--- src/rtl/egress_meta_pkg.sv ---
// Shared types and constants for the egress metadata buffer.
package egress_meta_pkg;
  localparam int META_W = 31;
  localparam int NUM_PORTS = 4;
  localparam logic [31:0] META_EMPTY_WORD = 32'h0;

  typedef logic [META_W-1:0] meta_t;

  // Software sees bit 31 as "valid"; an empty FIFO reads as all zeros.
  function automatic logic [31:0] pack_word(input logic valid, input meta_t head);
    return valid ? {1'b1, head} : META_EMPTY_WORD;
  endfunction
endpackage

--- src/rtl/meta_fifo.sv ---
// Single-port-pair metadata FIFO: push/data/pop in, head/nonempty/full/drop out.
module meta_fifo
  import egress_meta_pkg::*;
#(
  parameter int DEPTH = 8
) (
  input  logic  clk,
  input  logic  reset,
  input  logic  push,
  input  meta_t data,
  input  logic  pop,
  output meta_t head,
  output logic  nonempty,
  output logic  full,
  output logic  drop
);
  localparam int AW = (DEPTH > 1) ? $clog2(DEPTH) : 1;
  localparam int CW = AW + 1;

  // Handshake: push and pop are single-cycle strobes with no back-pressure;
  // a push while full (and no pop) is dropped, a pop while empty is ignored.
  meta_t          mem [DEPTH];
  logic [AW-1:0]  rptr;
  logic [AW-1:0]  wptr;
  logic [CW-1:0]  count;
  logic [CW-1:0]  count_nxt;
  logic           pop_ok;
  logic           push_ok;

  always_comb begin
    pop_ok    = pop && (count != '0);
    push_ok   = push && ((count != CW'(DEPTH)) || pop_ok);
    drop      = push && !push_ok;
    count_nxt = count + CW'(push_ok) - CW'(pop_ok);
  end

  always_ff @(posedge clk) begin
    if (reset) begin
      rptr     <= '0;
      wptr     <= '0;
      count    <= '0;
      nonempty <= 1'b0;
      full     <= 1'b0;
    end else begin
      if (push_ok) wptr <= wptr + AW'(1);
      if (pop_ok)  rptr <= rptr + AW'(1);
      count    <= count_nxt;
      nonempty <= (count_nxt != '0);
      full     <= (count_nxt == CW'(DEPTH));
    end
  end

  // Storage is deliberately not cleared by reset; the nonempty flag hides it.
  always_ff @(posedge clk) begin
    if (!reset && push_ok) mem[wptr] <= data;
  end

  assign head = mem[rptr];
endmodule

--- src/rtl/egress_meta_buffer.sv ---
// Four independent per-port metadata FIFOs feeding the CPU interface.
// Optional per-port drop counters under EGRESS_META_DROP_CNT_EN.
module egress_meta_buffer
  import egress_meta_pkg::*;
#(
  parameter int DEPTH = 8
) (
  input  logic        clk,
  input  logic        reset,
  input  logic [3:0]  meta_push,
  input  logic [30:0] meta_data_0,
  input  logic [30:0] meta_data_1,
  input  logic [30:0] meta_data_2,
  input  logic [30:0] meta_data_3,
  input  logic [3:0]  interface_out_ack,
  output logic [31:0] interface_in_0,
  output logic [31:0] interface_in_1,
  output logic [31:0] interface_in_2,
  output logic [31:0] interface_in_3,
`ifdef EGRESS_META_DROP_CNT_EN
  output logic [15:0] meta_drop_cnt_0,
  output logic [15:0] meta_drop_cnt_1,
  output logic [15:0] meta_drop_cnt_2,
  output logic [15:0] meta_drop_cnt_3,
`endif
  output logic [3:0]  meta_full
);
  meta_t                data_arr [NUM_PORTS];
  meta_t                head_arr [NUM_PORTS];
  logic [NUM_PORTS-1:0] nonempty;
  logic [NUM_PORTS-1:0] drop;

  assign data_arr[0] = meta_data_0;
  assign data_arr[1] = meta_data_1;
  assign data_arr[2] = meta_data_2;
  assign data_arr[3] = meta_data_3;

  for (genvar p = 0; p < NUM_PORTS; p++) begin : g_port
    meta_fifo #(.DEPTH(DEPTH)) u_fifo (
      .clk      (clk),
      .reset    (reset),
      .push     (meta_push[p]),
      .data     (data_arr[p]),
      .pop      (interface_out_ack[p]),
      .head     (head_arr[p]),
      .nonempty (nonempty[p]),
      .full     (meta_full[p]),
      .drop     (drop[p])
    );
  end

  assign interface_in_0 = pack_word(nonempty[0], head_arr[0]);
  assign interface_in_1 = pack_word(nonempty[1], head_arr[1]);
  assign interface_in_2 = pack_word(nonempty[2], head_arr[2]);
  assign interface_in_3 = pack_word(nonempty[3], head_arr[3]);

`ifdef EGRESS_META_DROP_CNT_EN
  logic [15:0] drop_cnt [NUM_PORTS];

  // Saturating: holds at all-ones until the next reset.
  always_ff @(posedge clk) begin
    for (int i = 0; i < NUM_PORTS; i++) begin
      if (reset)
        drop_cnt[i] <= '0;
      else if (drop[i] && (drop_cnt[i] != 16'hFFFF))
        drop_cnt[i] <= drop_cnt[i] + 16'd1;
    end
  end

  assign meta_drop_cnt_0 = drop_cnt[0];
  assign meta_drop_cnt_1 = drop_cnt[1];
  assign meta_drop_cnt_2 = drop_cnt[2];
  assign meta_drop_cnt_3 = drop_cnt[3];
`else
  logic unused_drop;
  assign unused_drop = ^drop;
`endif
endmodule

--- config.mk ---
export PLATFORM = sky130hd
export DESIGN_NAME = egress_meta_buffer
export DESIGN_NICKNAME = d
export VERILOG_FILES = /design/src/rtl/egress_meta_pkg.sv /design/src/rtl/meta_fifo.sv /design/src/rtl/egress_meta_buffer.sv
export SDC_FILE = /design/constraint.sdc
export NUM_CORES = 1
export LEC_CHECK = 0
export BUFFER_PORTS_ARGS = -buffer_cell sky130_fd_sc_hd__buf_2
export CAP_MARGIN = 20
export CORE_MARGIN = 10
export CORE_UTILIZATION = 60
export DETAILED_ROUTE_END_ITERATION = 16
export GPL_ROUTABILITY_DRIVEN = 1
export HOLD_SLACK_MARGIN = 0.15
export PLACE_DENSITY_LB_ADDON = 0.1
export SYNTH_ARGS = -nofsm -noshare
export SYNTH_HDL_FRONTEND = slang
export SYNTH_SLANG_ARGS = --single-unit
--- constraint.sdc ---
create_clock -name clk -period 10.7 [get_ports clk]
set_input_delay 3.21 -clock clk [delete_from_list [all_inputs] [get_ports clk]]
set_output_delay 3.21 -clock clk [all_outputs]
set_load 0.01 [all_outputs]
# Word-level counts from Yosys, hierarchy flattened
# Memories as Yosys holds them, arrays and structs flattened. A register that Yosys moved wholly into a read port is not among the register bits.
# Index checks and enable logic that the tools add are counted.
[word_totals] n_memories=4 output_inout_bits=132 mem_bits_rw=992 ff_bits=48
[memory_table] memory="g_port[0].u_fifo.mem" words=8 word_bits=31 rd=1 rd_clocked_by_memory_dff=1 write_ports=1 line_no="meta_fifo.sv:22" rtl="meta_t mem [DEPTH];"
[memory_table] memory="g_port[1].u_fifo.mem" words=8 word_bits=31 rd=1 rd_clocked_by_memory_dff=1 write_ports=1 line_no="meta_fifo.sv:22"
[memory_table] memory="g_port[2].u_fifo.mem" words=8 word_bits=31 rd=1 rd_clocked_by_memory_dff=1 write_ports=1 line_no="meta_fifo.sv:22"
[memory_table] memory="g_port[3].u_fifo.mem" words=8 word_bits=31 rd=1 rd_clocked_by_memory_dff=1 write_ports=1 line_no="meta_fifo.sv:22"
[op_classes] eq_ne=8 n_mux=20 n_addsub=16 reduce_logical=25
[op_table] op="2-to-1 mux 32 bit" count=4
[op_table] op="nonzero test 4 bit" count=8
[op_table] op="adder 3 x 1 -> 3 bit (second input constant)" count=8
[op_table] op="2-to-1 mux 3 bit" count=8
[op_table] op="adder 4 x 1 -> 4 bit" count=4
[op_table] op="== test 4 bit (second input constant)" count=4
[op_table] op="!= test 4 bit (second input constant)" count=4
[op_table] op="subtractor 4 x 1 -> 4 bit" count=4
[op_table] op="logical AND 1 bit" count=12
[op_table] op="2-to-1 mux 1 bit" count=8
[op_table] op="logical OR 1 bit" count=4
[op_table] op="logical NOT 1 bit" count=1

# Depth between registers and ports, before layout
[depth] depth_word=7 ltp_mapped=11 depth_no_buf=11

# Modules after synthesis
# Synthesis repeated with hierarchy kept, for this count alone.
[unflattened] hier_cells=1916 hier_area_um2=42309.3
[modules_own_cells] mod="meta_fifo at g_port[0].u_fifo ..." n_inst=3 area_per_inst_um2=10329.9 cells_per_inst=445
[modules_own_cells] mod="meta_fifo at g_port[3].u_fifo" n_inst=1 area_per_inst_um2=10328.7 cells_per_inst=445
[modules_own_cells] mod="egress_meta_buffer" n_inst=1 area_per_inst_um2=991.0 cells_per_inst=136

# Least setup slack after synthesis
# OpenSTA, ideal clock, no wires.
[synth_timing] path_type="input to register" from="input port reset" to="memory g_port[1].u_fifo.mem[0][0] (netlist bit), enable pin" n_path_buf=2 required_ns=10.203 arrival_ns=6.786 path_slack_ns=3.417 setup_ns=0.497 stages=4 cell_sequence="clkbuf_1 -> clkbuf_1 -> or2_2 -> nor4_1"
[synth_between] elab_chain_cells=4
[synth_lines] element="start: declaration" line_no="egress_meta_buffer.sv:9" rtl="input logic reset,"
[synth_lines] element="logical NOT 1 bit" line_no="meta_fifo.sv:55" rtl="if (!reset && push_ok) mem[wptr] <= data;"
[synth_lines] element="logical AND 1 bit" line_no="meta_fifo.sv:55"
[synth_lines] element="2-to-1 mux 1 bit" line_no="meta_fifo.sv:55"
[synth_lines] element="2-to-1 mux 1 bit (implied by the code)" line_no="meta_fifo.sv:55"
[synth_lines] element="end: declaration" line_no="meta_fifo.sv:22"
# No other way between the ends.

==> qor.yml <==
synth:
  asyncSetResetFlopFracSynth_pct: 0
  post_synth_main_area_contributors: "edfxtp_1 (73%), mux4_1 (7.7%), mux4_2 (7.1%)"
  synth_flop_cell: "edfxtp_1"
  syn-mean-instance-area_um2: 22.5
  netlist.area_leader.share_pct: 72.9
  netlist_area_um2: 40900
  yosysTopAreaCell: "edfxtp_1"
  synth.yosys.seq_area_share_pct: 75.8
  synthesis.yosys.warnings: 0
  synth_seq_cells: 1052
  synth_commonest_cells: "edfxtp_1 (992), mux4_2 (128), a22o_1 (124)"
  synthesis.instances: 1818
  synth_cell_type_count: 48
  yosysMostFrequentCell: "edfxtp_1"
  mappedNetlistNets: 1984
  number_of_enable_type_register_cells_in_the_synthesized_netlist: 992
die:
  initial_core_util_pct: 60.6
  rows: 95
  ioPinCount: 266
  floorplan.die_area_um2: 79000
  floorplan.die.width_um: 281
  die_h_um: 281
  core_area_um2: 67400
routing:
  detail_route.drc_violations: 0
  detail_route.vias_per_cell: 6.26
  num_vias: 19400
  detailedRoute.firstIterationViolations: 1555
  totalWireLength_um: 81700
  route.detailed.wl_per_inst_um: 26.3
  drt_pre_antenna_iters: 5
  ant_nets: 0
timing:
  hold_violations: 0
  maximum_operating_frequency_mhz: 159
  final.period_utilization_pct: 58.6
  worst_relative_slew_slack_pct: 39.8
  setup_tns_ns: 0
  finalWorstPathRequiredPeriod_ns: 6.27
  fin_hold_ws_ns: 0.528
  final_critical_path_setup_slack_ns: 4.43
  worst_pin_slew_ns: 0.903
  report.final.setup_viol: 0
  slew_violations: 0
  fin_skew_ns: 0.0230
  unrepaired_setup_endpoints_after_global_routing: "false"
run_status:
  outcome: "finished clean"
clocking:
  postCtsHoldBufs: 0
  cts_inserted_buffers: 102
  post-cts-setup-buffer-count: 0
  path_clk_slew_ns: 0.06
  clock_insertion_delay_worst_skew_ns: 0.65
  ctsRootBufferMaster: "clkbuf_16"
  cts.sink_count: 1052
  cts_tree: "done"
  cts_buffer_depth: 3
  post_cts_resized: 0
  cts_max_level: 3
place:
  gp_congestion: 0.768
  dpl-instance-area_um2: 43200
  pre_cts_slack_ns: 5.05
  dp_hpwl_um: 45700
  port_buffers: 265
setup_path:
  worst-endpoint-arrival_ns: 3.06
  path_max_fanout: 38
  critical_path_type: "flip-flop to output pin"
  end_kind: "output pin"
  cp_data_required_time_ns: 7.49
  critPathLaunchType: "flip-flop"
finish:
  area_growth_syn_to_layout_pct: 13.6
  post_route_cells_drive_above_1_share_pct: 30.1
  number_of_inserted_filler_cells_in_the_final_layout: 4156
  final_cell_area_um2: 46400
  layout_net_count: 2306
grt:
  grt_first_pass_wirelength_um: 123000
  groute.usage.overall_pct: 20.7
  globalRouteOverflowTotal: 0
  first_global_vias: 20100
  antenna_found_initial: 12
  grt_start_max_net_pins: 63
run:
  timing.max_cap.violations: 0
power_and_ir_drop:
  p_per_area_nw_per_um2: 212
  p_leak_nw: 15.6
  ir_drop_uv: 187
worst_hold_path:
  min_path_type: "flip-flop to flip-flop"
-- critical path, stage by stage (launching register included) --
cell	delay (ns)
dfxtp_4	0.65
buf_4	0.68
mux4_1	0.67
a22o_1	0.22
buf_2	0.15
-- final timing paths --
kind,startpoint,cells past startpoint,endpoint,slack (ns)
setup reg to reg,g_port[2].u_fifo.count[2],6,g_port[2].u_fifo.mem[4][30],7.88
setup / recovery,flip-flop,4,interface_in_2[7],4.43
hold reg to reg,g_port[0].u_fifo.rptr[0],2,flip-flop,0.53
hold / removal,g_port[0].u_fifo.rptr[0],2,flip-flop,0.53
-- cell families after synthesis --
kind of cell	after synthesis	synth area share, %
compound gates	190	3.67
xor+xnor	4	0.0857
fa+ha+maj	32	1.05
buf+inv	136	2.19
flops	1052	75.8
mux	262	15.1
simple gates	142	2.04
-- cells in the final DEF (no fill, tap or decap), drive strengths merged, types with 9 or more instances in the layout --
master,count
edfxtp,992
nor4,12
nor2b,20
inv,38
nand3,16
nand2b,12
o21ai,26
dfxtp,60
clkinv,51
ha,28
buf,319
nor2,18
clkbuf,120
nor3,17
mux4,248
a21oi,20
a22o,124
bufinv,9
-- registers in the layout, summed over array words and instances, names as in the netlist, named ones only --
name / count
g_port.u_fifo.nonempty: 4
g_port.u_fifo.rptr: 12
g_port.u_fifo.full: 4
g_port.u_fifo.count: 16
g_port.u_fifo.wptr: 12
g_port.u_fifo.mem: 992
-- per-stage QoR --
step,util (%),total power [mW],cells
floorplan,-,6.01,1818
global placement,64.0,6.47,2909
detailed placement,64.0,6.51,2909
CTS,68.9,9.97,3098
global route,68.9,10.3,3100
finish,68.9,9.86,3101
-- layout make-up --
type / instances / area (um2) / share of cell area, %
flip-flops and latches: 1052 / 31000 / 66.8
repair buffers: 319 / 1730 / 3.73
inverters: 35 / 131 / 0.283
multi-input cells: 630 / 9180 / 19.8
clock inverters: 69 / 593 / 1.28
diodes: 3 / 7.51 / 0.0162
well taps: 873 / 1090 / 2.35
clock buffers: 120 / 2660 / 5.74
-- layer usage --
metal | up-vias | track usage [%] | part of all wire, %
li1 | 8452 | - | -
met1 | 10200 | 27.6 | 40
met2 | 660 | 34.7 | 51
met3 | 110 | 4.22 | 6.7
met4 | 18 | 5.89 | 1.9
met5 | - | 0 | 0.14
-- report_power, final --
group / switching [mW] / internal (mW) / total, mW
combinational: 0.871 / 0.742 / 1.61
sequential: 0.121 / 4.67 / 4.79
clock: 1.47 / 2.00 / 3.46
total: 2.46 / 7.41 / 9.86
Note: power is estimated with default switching activity, not from simulation.
